$ cat src/rtl/sc_upcount_scheduler_pkg.sv
// sc_upcount_scheduler_pkg: shared state encoding and default sizing for the upcount scheduler.
package sc_upcount_scheduler_pkg;
  typedef enum logic [1:0] {IDLE = 2'd0, GRANT = 2'd1, WAIT = 2'd2, CLEAR = 2'd3} state_t;
  localparam int NREQ_DEF = 4;
  localparam int DATAWIDTH_DEF = 8;
  localparam int TERMINAL_COUNT_DEF = 5;
endpackage

$ cat src/rtl/sc_upsched_rr_arbiter.sv
// sc_upsched_rr_arbiter: combinational round-robin pick, searching from last_grant+1 modulo NREQ.
import sc_upcount_scheduler_pkg::*;
module sc_upsched_rr_arbiter #(
  parameter int NREQ = NREQ_DEF,
  parameter int IW = $clog2(NREQ)
) (
  input  logic [NREQ-1:0] pending,
  input  logic [IW-1:0]   last_grant,
  output logic [NREQ-1:0] grant,
  output logic            valid
);
  logic [IW-1:0] idx;
  always_comb begin
    grant = '0;
    valid = 1'b0;
    idx = '0;
    for (int k = 1; k <= NREQ; k++) begin
      idx = IW'((int'(last_grant) + k) % NREQ);
      if (!valid && pending[idx]) begin
        grant[idx] = 1'b1;
        valid = 1'b1;
      end
    end
  end
endmodule

$ cat src/rtl/sc_upcount_scheduler.sv
// sc_upcount_scheduler: shares one up-transition counter among NREQ requesters (round-robin).
// Define SC_UPSCHED_SYNC_EN to pass each request bit through a 2-flop synchronizer.
import sc_upcount_scheduler_pkg::*;
module sc_upcount_scheduler #(
  parameter int NREQ = NREQ_DEF,
  parameter int DATAWIDTH = DATAWIDTH_DEF,
  parameter int TERMINAL_COUNT = TERMINAL_COUNT_DEF,
  parameter int IW = $clog2(NREQ)
) (
  input  logic                 SC_upTRANSITIONCOUNTER_CLOCK_50,
  input  logic                 SC_upTRANSITIONCOUNTER_RESET_InHigh,
  input  logic [NREQ-1:0]      SC_UPSCHED_req_InLow,
  input  logic                 SC_UPSCHED_clear_InLow,
  input  logic [DATAWIDTH-1:0] SC_UPSCHED_count_InBUS,
  output logic                 SC_UPSCHED_upcount_OutLow,
  output logic                 SC_UPSCHED_clear_OutLow,
  output logic [NREQ-1:0]      SC_UPSCHED_grant_OutBUS,
  output logic                 SC_UPSCHED_terminal_OutHigh,
  output logic                 SC_UPSCHED_busy_OutHigh
);
  state_t state_q, state_d;
  logic [NREQ-1:0] req_s, req_prev_q, fall, pending_q, pending_d, grant_q, grant_d, arb_grant;
  logic [IW-1:0] last_q, last_d, gidx;
  logic upcount_q, upcount_d, clear_q, clear_d, terminal_q, terminal_d, arb_valid, go;
`ifdef SC_UPSCHED_SYNC_EN
  logic [NREQ-1:0] sync1_q, sync2_q;
  always_ff @(posedge SC_upTRANSITIONCOUNTER_CLOCK_50 or posedge SC_upTRANSITIONCOUNTER_RESET_InHigh) begin
    if (SC_upTRANSITIONCOUNTER_RESET_InHigh) begin
      sync1_q <= '1;
      sync2_q <= '1;
    end else begin
      sync1_q <= SC_UPSCHED_req_InLow;
      sync2_q <= sync1_q;
    end
  end
  assign req_s = sync2_q;
`else
  assign req_s = SC_UPSCHED_req_InLow;
`endif
  assign fall = req_prev_q & ~req_s;
  sc_upsched_rr_arbiter #(.NREQ(NREQ), .IW(IW)) u_arb (
    .pending(pending_q),
    .last_grant(last_q),
    .grant(arb_grant),
    .valid(arb_valid)
  );
  always_comb begin
    gidx = '0;
    for (int i = 0; i < NREQ; i++) if (arb_grant[i]) gidx = IW'(i);
    state_d = state_q == IDLE ? (!SC_UPSCHED_clear_InLow ? CLEAR :
              (arb_valid && !terminal_q && SC_UPSCHED_count_InBUS != '1) ? GRANT : IDLE) :
              state_q == GRANT ? WAIT : IDLE;
    go = state_d == GRANT;
    // A new edge always survives the grant or flush of its own flag
    pending_d = state_d == CLEAR ? fall : (pending_q & ~(go ? arb_grant : '0)) | fall;
    last_d = go ? gidx : last_q;
    grant_d = go ? arb_grant : '0;
    upcount_d = ~go;
    clear_d = state_d != CLEAR;
    terminal_d = state_d == CLEAR ? 1'b0 :
                 (state_q == WAIT && SC_UPSCHED_count_InBUS >= DATAWIDTH'(TERMINAL_COUNT)) ? 1'b1 : terminal_q;
  end
  always_ff @(posedge SC_upTRANSITIONCOUNTER_CLOCK_50 or posedge SC_upTRANSITIONCOUNTER_RESET_InHigh) begin
    if (SC_upTRANSITIONCOUNTER_RESET_InHigh) begin
      state_q <= IDLE;
      req_prev_q <= '1;
      pending_q <= '0;
      last_q <= IW'(NREQ - 1);
      grant_q <= '0;
      upcount_q <= 1'b1;
      clear_q <= 1'b1;
      terminal_q <= 1'b0;
    end else begin
      state_q <= state_d;
      req_prev_q <= req_s;
      pending_q <= pending_d;
      last_q <= last_d;
      grant_q <= grant_d;
      upcount_q <= upcount_d;
      clear_q <= clear_d;
      terminal_q <= terminal_d;
    end
  end
  assign SC_UPSCHED_upcount_OutLow = upcount_q;
  assign SC_UPSCHED_clear_OutLow = clear_q;
  assign SC_UPSCHED_grant_OutBUS = grant_q;
  assign SC_UPSCHED_terminal_OutHigh = terminal_q;
  assign SC_UPSCHED_busy_OutHigh = state_q != IDLE || |pending_q;
endmodule

$ cat config.mk
export PLATFORM = sky130hd
export DESIGN_NAME = sc_upcount_scheduler
export DESIGN_NICKNAME = d
export VERILOG_FILES = /design/src/rtl/sc_upcount_scheduler_pkg.sv /design/src/rtl/sc_upsched_rr_arbiter.sv /design/src/rtl/sc_upcount_scheduler.sv
export SDC_FILE = /design/constraint.sdc
export NUM_CORES = 1
export LEC_CHECK = 0
export CAP_MARGIN = 15
export CORE_ASPECT_RATIO = 2
export CORE_MARGIN = 2
export CORE_UTILIZATION = 28
export CTS_CLUSTER_DIAMETER = 30
export CTS_CLUSTER_SIZE = 24
export DETAILED_ROUTE_END_ITERATION = 7
export PLACE_DENSITY = 0.45
export SLEW_MARGIN = 25
export SYNTH_ARGS = -nofsm -noshare
export SYNTH_HDL_FRONTEND = slang
export SYNTH_HIERARCHICAL = 1
export SYNTH_SLANG_ARGS = --single-unit
$ cat constraint.sdc
create_clock -name SC_upTRANSITIONCOUNTER_CLOCK_50 -period 3.55 [get_ports SC_upTRANSITIONCOUNTER_CLOCK_50]
set_input_delay 0.5325 -clock SC_upTRANSITIONCOUNTER_CLOCK_50 [delete_from_list [all_inputs] [get_ports SC_upTRANSITIONCOUNTER_CLOCK_50]]
set_output_delay 0.5325 -clock SC_upTRANSITIONCOUNTER_CLOCK_50 [all_outputs]
set_load 0.005 [all_outputs]
## Yosys cells after proc, flatten, opt, wreduce, memory -nomap -nowiden

Index checks and enable logic that the tools add are counted.

| cells by class | value |
|---|---|
| add/subtract/negate cells | 4 |
| order comparisons | 9 |
| equal/unequal tests | 6 |
| multiplexer cells | 35 |
| bitwise operators | 9 |
| reduce and logical (&&, ||, !) cells | 19 |

Operator list:

| operator | number |
|---|---|
| two-way mux 4 bit | 6 |
| two-way mux 1 bit | 16 |
| OR 4 bit | 4 |
| less-than comparator 2 x 3 -> 1 bit, second input constant | 4 |
| logical AND 1 bit | 10 |
| two-way mux 2 bit | 5 |
| AND 4 bit | 2 |
| binary-select mux 1 bit (select 2 bit) | 4 |
| demux 1 bit (select 2 bit) | 4 |
| greater-or-equal comparator 2 x 1 -> 1 bit, second input constant | 4 |
| greater-or-equal comparator 8 x 3 -> 1 bit, second input constant | 1 |
| inequality test 8 bit, second input constant | 1 |
| inverter 4 bit | 2 |
| adder 2 x 1 -> 2 bit, second input constant | 2 |
| adder 2 bit, second input constant | 2 |
| equality test 2 x 1 -> 1 bit, second input constant | 2 |
| equality test 2 bit, second input constant | 2 |
| logical NOT 1 bit | 4 |
| nonzero test 2 bit | 2 |
| OR reduction 4 bit | 1 |
| logical NOT 2 bit | 1 |
| inequality test 2 bit, second input constant | 1 |
| logical OR 1 bit | 1 |
| inverter 1 bit | 1 |

| storage, ports and cells | value |
|---|---|
| register bits | 19 |
| input port bits | 15 |
| output and inout bits | 8 |
| logic and storage cells | 90 |

## Longest topological paths before layout

| logic depth | value |
|---|---|
| depth after elaboration | 24 |
| mapped depth | 10 |
| depth with buffers taken out | 9 |

## Modules after synthesis

The synthesis kept the hierarchy.

By module, submodules not included:

| module | times used | cells an instance | area an instance (µm²) | seq. area each (µm²) |
|---|---|---|---|---|
| sc_upcount_scheduler | 1 | 69 | 799.5 | 485.5 |
| sc_upsched_rr_arbiter | 1 | 48 | 415.4 | 0.0 |

## Worst setup path before layout

OpenSTA, ideal clock, no wires.

| path | value |
|---|---|
| path kind | flip-flop to flip-flop |
| from | reg last_q[1] |
| to | reg pending_q[2] |
| setup time | 137 ps |
| arrival | 2426 ps |
| required time | 3413 ps |
| slack | 987 ps |
| stages on the path, launching flop included | 11 |
| buffers on the path | 1 |
| clock period less this slack | 2563 ps |
| path through | dfstp_2 -> buf_6 -> inv_1 -> ha_1 -> mux2i_1 -> o2111ai_1 -> o21ai_0 -> a221o_1 -> inv_1 -> a2111oi_4 -> o22ai_1 |

| between the ends | value |
|---|---|
| elaborated cells between the ends (all ways) | 61 |
| those cells by class | 4 x add/sub; 8 x order compare; 2 x eq/ne; 29 x mux; 6 x bitwise; 12 x reduce/logical |

RTL lines:

| what | line | source |
|---|---|---|
| start: declaration | sc_upcount_scheduler.sv:23 | `logic [IW-1:0] last_q, last_d, gidx;` |
| start signal: assignment | sc_upcount_scheduler.sv:68 | `last_q <= IW'(NREQ - 1);` |
| start signal: assignment | sc_upcount_scheduler.sv:77 | `last_q <= last_d;` |
| branches (longest 12 deep; another with less-than comparator 2 x 3 -> 1 bit) | n/a |  |
| two-way mux 4 bit * | sc_upsched_rr_arbiter.sv:19 | `if (!valid && pending[idx]) begin` |
| net arb_grant[2] | sc_upcount_scheduler.sv:22 | `logic [NREQ-1:0] req_s, req_prev_q, fall, pending_q, pending_d, grant_q, grant_d, arb_grant;` |
| two-way mux 4 bit * | n/a |  |
| net grant_d[2] | sc_upcount_scheduler.sv:22 |  |
| inverter 4 bit * | sc_upcount_scheduler.sv:55 | `pending_d = state_d == CLEAR ? fall : (pending_q & ~(go ? arb_grant : '0)) \| fall;` |
| AND 4 bit * | sc_upcount_scheduler.sv:55 |  |
| OR 4 bit * | sc_upcount_scheduler.sv:55 |  |
| two-way mux 4 bit * | sc_upcount_scheduler.sv:55 |  |
| net pending_d[2] | sc_upcount_scheduler.sv:22 |  |
| end signal: assignment | sc_upcount_scheduler.sv:76 | `pending_q <= pending_d;` |
| end: declaration | sc_upcount_scheduler.sv:22 |  |

Mark *: on every way through the listed nets, which the timed path passes. The select of a mux whose other input is x is not followed.
A chain may end at the register's enable or synchronous reset.

## Final worst setup path

| path | value |
|---|---|
| from | reg last_q[0] |
| to | reg pending_q[2] |

Same word-level chain as after synthesis.

==> results.toml <==
[setup_path]
critPathCapture = "pending_q[2]"
r2r-end = "pending_q[2]"
cp_max_fo = 9
required_ns = 3.67
r2r_setup_slack_ns = 0.57
critPathArrivalTime_ns = 3.10
critPathLaunchType = "register"
reg2reg_from = "last_q[0]"
startpoint = "last_q[0]"
end_kind = "register"
criticalPathCategory = "register to register"
reg2reg_depth = 9

[synthesis]
syn-num-nets = 140
syn_area_per_cell_um2 = 10.4
netlist_instances = 117
synth_ff_type = "dfrtp_1"
async_flop_share = 1.00
ys_seq_area_frac = 0.400
yosysUniqueCellTypes = 36
netlist.area_leader.share = 0.227
ys_seq_elements = 19
ys_top_cells_by_area = "dfrtp_1 23%, dfstp_2 17%, ha_1 8.2%, mux2i_1 8.2%, inv_1 5.3%"
synth-edff-count = 0
synthTopCellsByCount = "17 x inv_1, 14 x nand2_1, 11 x dfrtp_1"
synth_top_cell_by_area = "dfrtp_1"
yosysWarnings = 6
synth.cell_area_mm2 = 0.00121
yosysMostFrequentCell = "inv_1"

[routing]
routed_via_density = 4.87
drtIter0Drc = 7
drt_pass1_iterations = 4
wl_per_cell_um = 14.9
wl_mm = 2.85
drtAntennaViolNets = 0
drc = 0
vias = 931

[die]
dieWidth_um = 50.6
core_mm2 = 0.00413
initial_core_util = 0.294
die_area_mm2 = 0.00491
ioPinCount = 23
die_h_um = 97.2
rows = 33

[cts]
cts_buffers = 3
post_cts_buffers = 0
cts-htree-levels = 1
clock_sinks = 19
cts_tree = "done"
clockBufferDepth = 2
cts_root_buf = "clkbuf_8"
ctsHoldBuffers = 0
clk_latency_ns = 0.25
cts_resized = 0
path_clk_slew_ns = 0.07

[grt]
first_global_vias = 998
grt_pass1_wl_mm = 4.71
grt_overflow_total = 0
antenna_found_initial = 0
grt.total_usage = 0.125
grt_max_degree = 20

[timing]
worst_slew_pin_slew_ns = 0.696
min_period_ns = 2.98
slew_headroom = 0.536
layout_setup_ws_ns = 0.569
rsz0062_at_grt = "false"
hold_violations = 0
fin_skew_ns = 0.00153
fin_tns_setup_ns = 0
finalCritPeriodShare = 0.840
slew_viol_final = 0
max_freq_mhz = 335
setup_violations = 0

[pwr]
powerDensity_mw_per_mm2 = 796
p_clk_frac = 0.119
swShare = 0.426
power.switching_mw = 0.516
peakVddDrop_uv = 415
pwr-share-comb = 0.530
p_int_mw = 0.695
p_leak_nw = 0.638
p_seq_frac = 0.351

[placed_design]
gp_congestion = 0.816
pre_cts_ws_ns = 0.554
dp_hpwl_mm = 2.27
io_buffers = 22

[outcome]
status = "completed"

[min_path]
worstHoldPathCells = 2
hold_class = "register to register"

[final_layout]
num_antenna_cells = 0
area_growth_pct = 25.2
final_nets = 163
drive_gt1_frac = 0.122

[flow_run]
drv_cap = 0
-- metal layers --
| layer | track usage | up-vias | share of wire |
|---|---|---|---|
| met2 | 0.235 | 14 | 0.59 |
| li1 | - | 461 | - |
| met3 | 0.0154 | 2 | 0.026 |
| met1 | 0.132 | 454 | 0.37 |
| met4 | 0.0561 | 0 | 0.014 |
| met5 | 0 | - | 0 |
-- power by group through the flow --
stage	Clock (mW)	Sequential, mW	Combinational [mW]
after floorplan	0	0.379	0.512
after global placement	0	0.432	0.635
after detailed placement	0	0.430	0.645
after CTS	0.151	0.427	0.646
after global routing	0.163	0.447	0.707
final	0.144	0.425	0.643
-- per-stage QoR --
step                      cells   util  instance area, um^2  power [mW]  hold slack, ns
after global placement      187  0.358                 1480        1.07           0.497
after floorplan             117      -                 1210       0.890           0.470
after CTS                   191  0.368                 1520        1.22           0.511
final                       191  0.368                 1520        1.21           0.514
after detailed placement    187  0.358                 1480        1.08           0.501
after global routing        191  0.368                 1520        1.32           0.540
-- state kept, by name (all words and copies together), names as in the netlist --
signal	flops
pending_q	4
req_prev_q	4
SC_UPSCHED_terminal_OutHigh	1
SC_UPSCHED_upcount_OutLow	1
state_q	2
SC_UPSCHED_grant_OutBUS	4
last_q	2
SC_UPSCHED_clear_OutLow	1
-- cells in the final DEF, fill, tap and decap left out, drive strengths merged, types with 2 or more instances in the layout --
cell type / count
clkdlybuf4s50: 22
ha: 8
dfrtp: 11
inv: 17
mux2i: 10
o21a: 2
nand2b: 3
a221o: 4
a21oi: 3
nand2: 14
dfstp: 8
nand4: 2
mux2: 2
and4: 2
nor2: 3
o22ai: 4
clkbuf: 4
a211oi: 4
-- final cells by class --
type,count,area [um^2]
tap,52,65.1
sequential,19,485
fill,423,2610
timing repair buffer,22,220
clock buffer,4,45.0
inverter,17,63.8
multi-input combinational,77,642
-- worst min-delay path by stage --
stage | startpoint | slack, ns | to
after floorplan | state_q[1] | 0.47 | state_q[1]
after global placement | req_prev_q[2] | 0.50 | pending_q[2]
after detailed placement | req_prev_q[2] | 0.50 | pending_q[2]
after CTS | req_prev_q[2] | 0.51 | pending_q[2]
after global routing | state_q[1] | 0.54 | state_q[1]
final | req_prev_q[2] | 0.51 | pending_q[2]
-- critical path, stage by stage, from the launching register on --
cell and delay, ns:
dfstp_2 0.62, inv_1 0.17, ha_1 0.43, mux2i_1 0.28, o2111ai_1 0.14, o21ai_0 0.40
a221o_1 0.25, inv_1 0.08, a2111oi_4 0.33, o22ai_1 0.14
-- cell families (layout without fill, tap and decap cells) --
group	after synthesis	after routing	synth area share
buf+inv	21	43	0.0721
fa+ha+maj	8	8	0.0824
flops	19	19	0.400
mux	13	13	0.123
compound gates	23	23	0.170
simple gates	33	33	0.153
No activity file was read; power rests on OpenSTA's default activity.
